**config.mk**
```make
export PLATFORM = sky130hd
export DESIGN_NAME = chk_fifo
export DESIGN_NICKNAME = d
export VERILOG_FILES = /design/src/rtl/stream_chk_pkg.sv /design/src/rtl/chk_fifo.sv
export SDC_FILE = /design/constraint.sdc
export NUM_CORES = 1
export LEC_CHECK = 0
export CAP_MARGIN = 20
export CORE_UTILIZATION = 37
export CTS_CLUSTER_DIAMETER = 50
export DETAILED_ROUTE_END_ITERATION = 8
export HOLD_SLACK_MARGIN = 0.06
export REMOVE_ABC_BUFFERS = 1
export SLEW_MARGIN = 20
export SYNTH_ARGS = -nofsm -noshare
export SYNTH_HDL_FRONTEND = slang
export SYNTH_SLANG_ARGS = --single-unit
export TNS_END_PERCENT = 1
```
**constraint.sdc**
```tcl
create_clock -name clk -period 4.6 [get_ports clk]
set_input_delay 1.38 -clock clk [delete_from_list [all_inputs] [get_ports clk]]
set_output_delay 1.38 -clock clk [all_outputs]
set_load 0.1 [all_outputs]
```
**src/rtl/stream_chk_pkg.sv**
```systemverilog
// Shared types for the stream checker: mismatch record layout, FSM states, default key.
package stream_chk_pkg;

  localparam int CHK_DW = 16;
  localparam logic [CHK_DW-1:0] DEF_XOR_KEY = 16'h00FF;

  typedef struct packed {
    logic [CHK_DW-1:0] instr;
    logic [CHK_DW-1:0] result;
    logic [CHK_DW-1:0] expected;
  } chk_rec_t;

  typedef enum logic [1:0] {
    IDLE = 2'd0,
    RUN  = 2'd1,
    HALT = 2'd2
  } chk_state_t;

endpackage

```
**src/rtl/chk_fifo.sv**
```systemverilog
// Synchronous mismatch-record FIFO; push while full is accepted only when a pop frees a slot.
module chk_fifo
  import stream_chk_pkg::*;
#(
  parameter int DEPTH = 4
) (
  input  logic     clk,
  input  logic     reset,
  input  logic     flush,
  input  logic     push,
  input  logic     pop,
  input  chk_rec_t wr_rec,
  output chk_rec_t rd_rec,
  output logic     full,
  output logic     empty
);

  localparam int AW = $clog2(DEPTH);

  chk_rec_t      mem [DEPTH];
  logic [AW:0]   wr_ptr;
  logic [AW:0]   rd_ptr;
  logic          do_push;
  logic          do_pop;

  // Extra pointer MSB distinguishes full from empty when the indices coincide.
  assign empty   = (wr_ptr == rd_ptr);
  assign full    = (wr_ptr[AW] != rd_ptr[AW]) && (wr_ptr[AW-1:0] == rd_ptr[AW-1:0]);
  assign do_pop  = pop && !empty;
  assign do_push = push && (!full || do_pop);

  always_ff @(posedge clk or posedge reset) begin
    if (reset) begin
      wr_ptr <= '0;
      rd_ptr <= '0;
    end else if (flush) begin
      wr_ptr <= '0;
      rd_ptr <= '0;
    end else begin
      if (do_push) wr_ptr <= wr_ptr + 1'b1;
      if (do_pop)  rd_ptr <= rd_ptr + 1'b1;
    end
  end

  always_ff @(posedge clk) begin
    if (do_push) mem[wr_ptr[AW-1:0]] <= wr_rec;
  end

  // Masked so the record outputs read zero whenever nothing is queued.
  assign rd_rec = empty ? '0 : mem[rd_ptr[AW-1:0]];

endmodule

```
# Word-level counts from Yosys, hierarchy flattened
# Memory sizes are Yosys's and may differ from the RTL's.
# Cells that the tools add are included.
[totals]
reg_bits = 6
latchBits = 0
mem_bits_rw = 192
romBits = 0
in_bits = 53
output_inout_bits = 50
wordCells = 23
memories = 1
[classes]
add_sub_neg = 2
n_mul = 0
div = 0
magnitude_cmp = 0
n_eq_ne = 3
shift = 0
mux = 7
n_bitwise = 0
reduce_logical = 8
[mem_list]
columns = ["memory", "depth", "width", "rd", "rd_ports_with_merged_regs", "wr", "line_no", "rtl"]
rows = [
  ["mem", 4, 48, 1, 0, 1, "chk_fifo.sv:20", "chk_rec_t mem [DEPTH];"],
]
[op_table]
columns = ["op", "count"]
rows = [
  ["$mux 48", 1],
  ["$mux 3", 4],
  ["$add 3x1->3 const B", 2],
  ["$reduce_bool 2->1", 2],
  ["$eq 3x3->1", 1],
  ["$logic_and 1x1->1", 3],
  ["$eq 2x2->1", 1],
  ["$logic_not 1->1", 2],
  ["$mux 1", 2],
  ["$logic_or 1x1->1", 1],
  ["$ne 1x1->1", 1],
]

# Longest topological paths before layout
[logic_depth]
ltp_word = 7
mapped_depth = 5
ltp_nobuf = 4

# Worst setup path before layout
# OpenSTA, ideal clock, no wires.
[synth_timing]
path_kind = "input port to flip-flop"
from = "input pop"
to = "register wr_ptr[2]"
setup_ns = 0.134
t_arrival_ns = 4.475
required_time_ns = 4.466
setup_slack_ns = -0.009
stages = 3
n_path_buf = 0
cell_sequence = "inv_1 > a41oi_1 > mux2_2"
[synth_via]
elab_chain_cells = 4
[synth_rtl]
columns = ["element", "line_no", "rtl"]
rows = [
  ["from (decl)", "chk_fifo.sv:11", "input logic pop,"],
  ["$logic_and 1x1->1", "chk_fifo.sv:29", "assign do_pop = pop && !empty;"],
  ["$logic_or 1x1->1", "chk_fifo.sv:30", "assign do_push = push && (!full || do_pop);"],
  ["$logic_and 1x1->1", "chk_fifo.sv:30", ""],
  ["$reduce_bool 2->1 (no line)", "n/a", ""],
  ["to (signal assigned)", "chk_fifo.sv:40", "if (do_push) wr_ptr <= wr_ptr + 1'b1;"],
  ["to (decl)", "chk_fifo.sv:21", "logic [AW:0] wr_ptr;"],
]
# Every way passes these cells.
# A chain may end at the register's enable or synchronous reset.

==> results.md <==
- Total leakage power: 3.17 nW
- Fraction of layout instances using a drive strength above 1: 30.6%
- Dpl hpwl: 9050 um
- Part of the cycle the worst path needs: 83.6%
- Pre-Repair DR Iteration Count: 4
- Avg Cell Area, Syn: 21.6 um2
- Vias after detailed routing: 3641
- Count of yosys warnings during synthesis: 0
- Grt ovf: 0
- Antenna violations before repair: 1
- Root Buffer Master: clkbuf_16
- Count of hold-fix buffers inserted at cts: 0
- Cell count after placement: 722
- RD Place Congestion: 0.738
- CTS clk-pin slew, worst paths: 0.07 ns
- Count of port buffers added during placement: 102
- Total count of max-transition violations in the final report: 0
- Worst min-delay path category: flip-flop to flip-flop
- Critical Path Fanout Max: 17
- Synthesis-stage register bit count: 198
- Worst Tran Pin Value: 0.655 ns
- Areal power density over the cells: 602 nW/um2
- Largest cells by area after synthesis: edfxtp_1 (75%), mux4_2 (14%), nor2b_1 (4.1%)
- Cell row count: 52
- Data required time at the worst endpoint: between 3 and 4 ns
- DIE HEIGHT: 146 um
- Final antenna-violating net count: 0
- WL met3: 699 um
- Cell area after synthesis: 7710 um2
- Count of non-filler cells in the finished layout: 754
- Number of clock sinks seen by CTS: 198
- Sequential element share of the synthesized area: between 70% and 80%
- CTS buffer count: 17
- Synth-to-Final Area Change: 24.6%
- WHS Path Cells: 1
- H-tree depth: 4
- Final critical-path required period: 3.85 ns
- Post-DR vias/cell: 4.83
- Number of gates resized after cts: 0
- Number of antenna cells inserted: 0
- Number of setup violations in the final report: 0
- Max Clock Freq: 0.260 GHz
- Worst setup EP type: primary output
- Count of final hold-check violations: 0
- Total routed wire length on the met1 layer: 6170 um
- Pin count of the biggest net entering global routing: 41
- VDD IR-drop max: approximately 0.00031 V
- Number of buffers inserted to repair setup after CTS: 0
- Startpoint Class: flip-flop
- Floorplan core area: 20400 um2
- Slack of the critical path: 0.755 ns
- Met2 layer wire length in the routed design: 7220 um
- Post-layout utilization of the core: 47.2%
- Setup repair after global routing missed its margin: no
- Most area-hungry cell type in the Yosys netlist: edfxtp_1
- Share of Yosys cell area claimed by the top area cell type: 74.8%
- All-Layer GR Usage: around 14%
- Mapped Cells: 357
- Average wire per standard cell: 18.9 um
- Worst Skew: about 0.0065 ns
- Drt total wl: 14300 um
- Critical setup path kind: flip-flop to primary output
- Number of nets in the final layout: around 530
- Commonest non-fill, non-tap cells in the layout: edfxtp_1 (192), buf_4 (57), clkdlybuf4s50_1 (52)
- Die area: 21400 um2
- I/O pins: ~100
- Top metal layer carrying routed signals: met5
- DRC Markers: 0
- Horizontal extent of the die: 146 um
- Maxcap violations: 0
- Most common library cell in the layout ignoring fill and taps: edfxtp_1
- Via count of the first global-routing pass: 3998
- Global-route wire length before repair: 22500 um
- Run status: finished clean
- Effective utilization at floorplan: 37.9%
- Clock Latency Late Sink: 0.43 ns
- Worst-case setup slack after placement: 1.11 ns
- Worst Reg-to-Reg Cells: 4
- Clock Tree Buf Depth: 2
- Relative slew slack: 56.3%
- CTS tree: yes
- Post-synthesis cell type count: 24
- Worst path arrival time: around 2.5 ns
- Number of DRC markers in iteration 0: between 200 and 250
## through the flow
step	power [W]	cell area, um2	TNS (ns)	hold WS (ns)
floorplan	0.00390	7630	-200.89	0.591
global placement	0.00442	9030	0	0.615
detailed placement	0.00443	9030	0	0.633
CTS	0.00586	9610	0	0.648
global route	0.00598	9610	0	0.678
finish	0.00578	9610	0	0.647
## power by group
group / internal [W] / leakage [nW] / switching, W
Combinational: 0.000567 / 1.05 / 0.00165
Sequential: 0.00209 / 1.84 / 0.0000555
Clock: 0.000763 / 0.278 / 0.000659
## layer usage
| metal | track usage [%] | vias to the layer above |
|---|---|---|
| li1 | - | 1663 |
| met1 | 18.0 | 1867 |
| met2 | 23.9 | 92 |
| met3 | 4.44 | 17 |
| met4 | 4.69 | 2 |
| met5 | 0 | - |
## flip-flops by register name, summed over array words and instances, names as in the netlist
signal / cells
rd_ptr: 3
mem: 192
wr_ptr: 3
## final cells by class
type                    count  area [um2]
well taps                 270         338
multi-input cells         135        1720
fillers                  1680       10800
flip-flops and latches    198        5920
inverters                   6        22.5
clock buffers              18         429
clock inverters            14         144
repair buffers            113        1030
## worst paths after layout
kind | start | endpoint | slack, ns
setup / recovery | rd_ptr[0] | rd_rec[38] | 0.75
hold / removal | rd_ptr[2] | rd_ptr[2] | 0.65
setup reg to reg | rd_ptr[1] | mem[0][0] | 2.00
hold reg to reg | rd_ptr[2] | rd_ptr[2] | 0.65
max in group asynchronous | reset | rd_ptr[0] | 3.16
min in group asynchronous | reset | rd_ptr[0] | 1.19
## critical path: stages (launching register included)
cell	delay [ns]
dfrtp_4	0.66
buf_4	0.39
mux4_2	0.57
nor2b_1	0.15
buf_4	0.25
## kinds of logic (layout without fill, tap and decap cells)
| logic type | count (synthesis) | count (layout) | synth area share, % |
|---|---|---|---|
| AO/OA/AOI/OAI | 6 | 6 | 0.649 |
| XOR/XNOR | 6 | 6 | 0.682 |
| adder cells (fa/ha/maj) | 5 | 5 | 0.811 |
| buffers and inverters | 24 | 151 | 1.31 |
| flip-flops | 198 | 198 | 76.7 |
| multiplexers | 53 | 53 | 14.8 |
| AND/OR/NAND/NOR | 65 | 65 | 5.08 |
## cells in the mapped netlist
library cell / number
or4bb_1: 1
nand2_1: 5
dfrtp_1: 6
a31oi_1: 2
a41oi_1: 1
and2_1: 3
o41a_1: 1
mux2i_1: 2
mux2_4: 1
clkbuf_1: 9
edfxtp_1: 192
mux2_2: 2
buf_2: 9
nor2b_1: 50
ha_1: 5
nor3_2: 1
inv_1: 6
a311o_1: 1
xnor2_1: 3
nor2_1: 4
mux4_2: 48
xor2_1: 3
a211oi_1: 1
nor3_1: 1
Power figures use the tool's default switching activity.
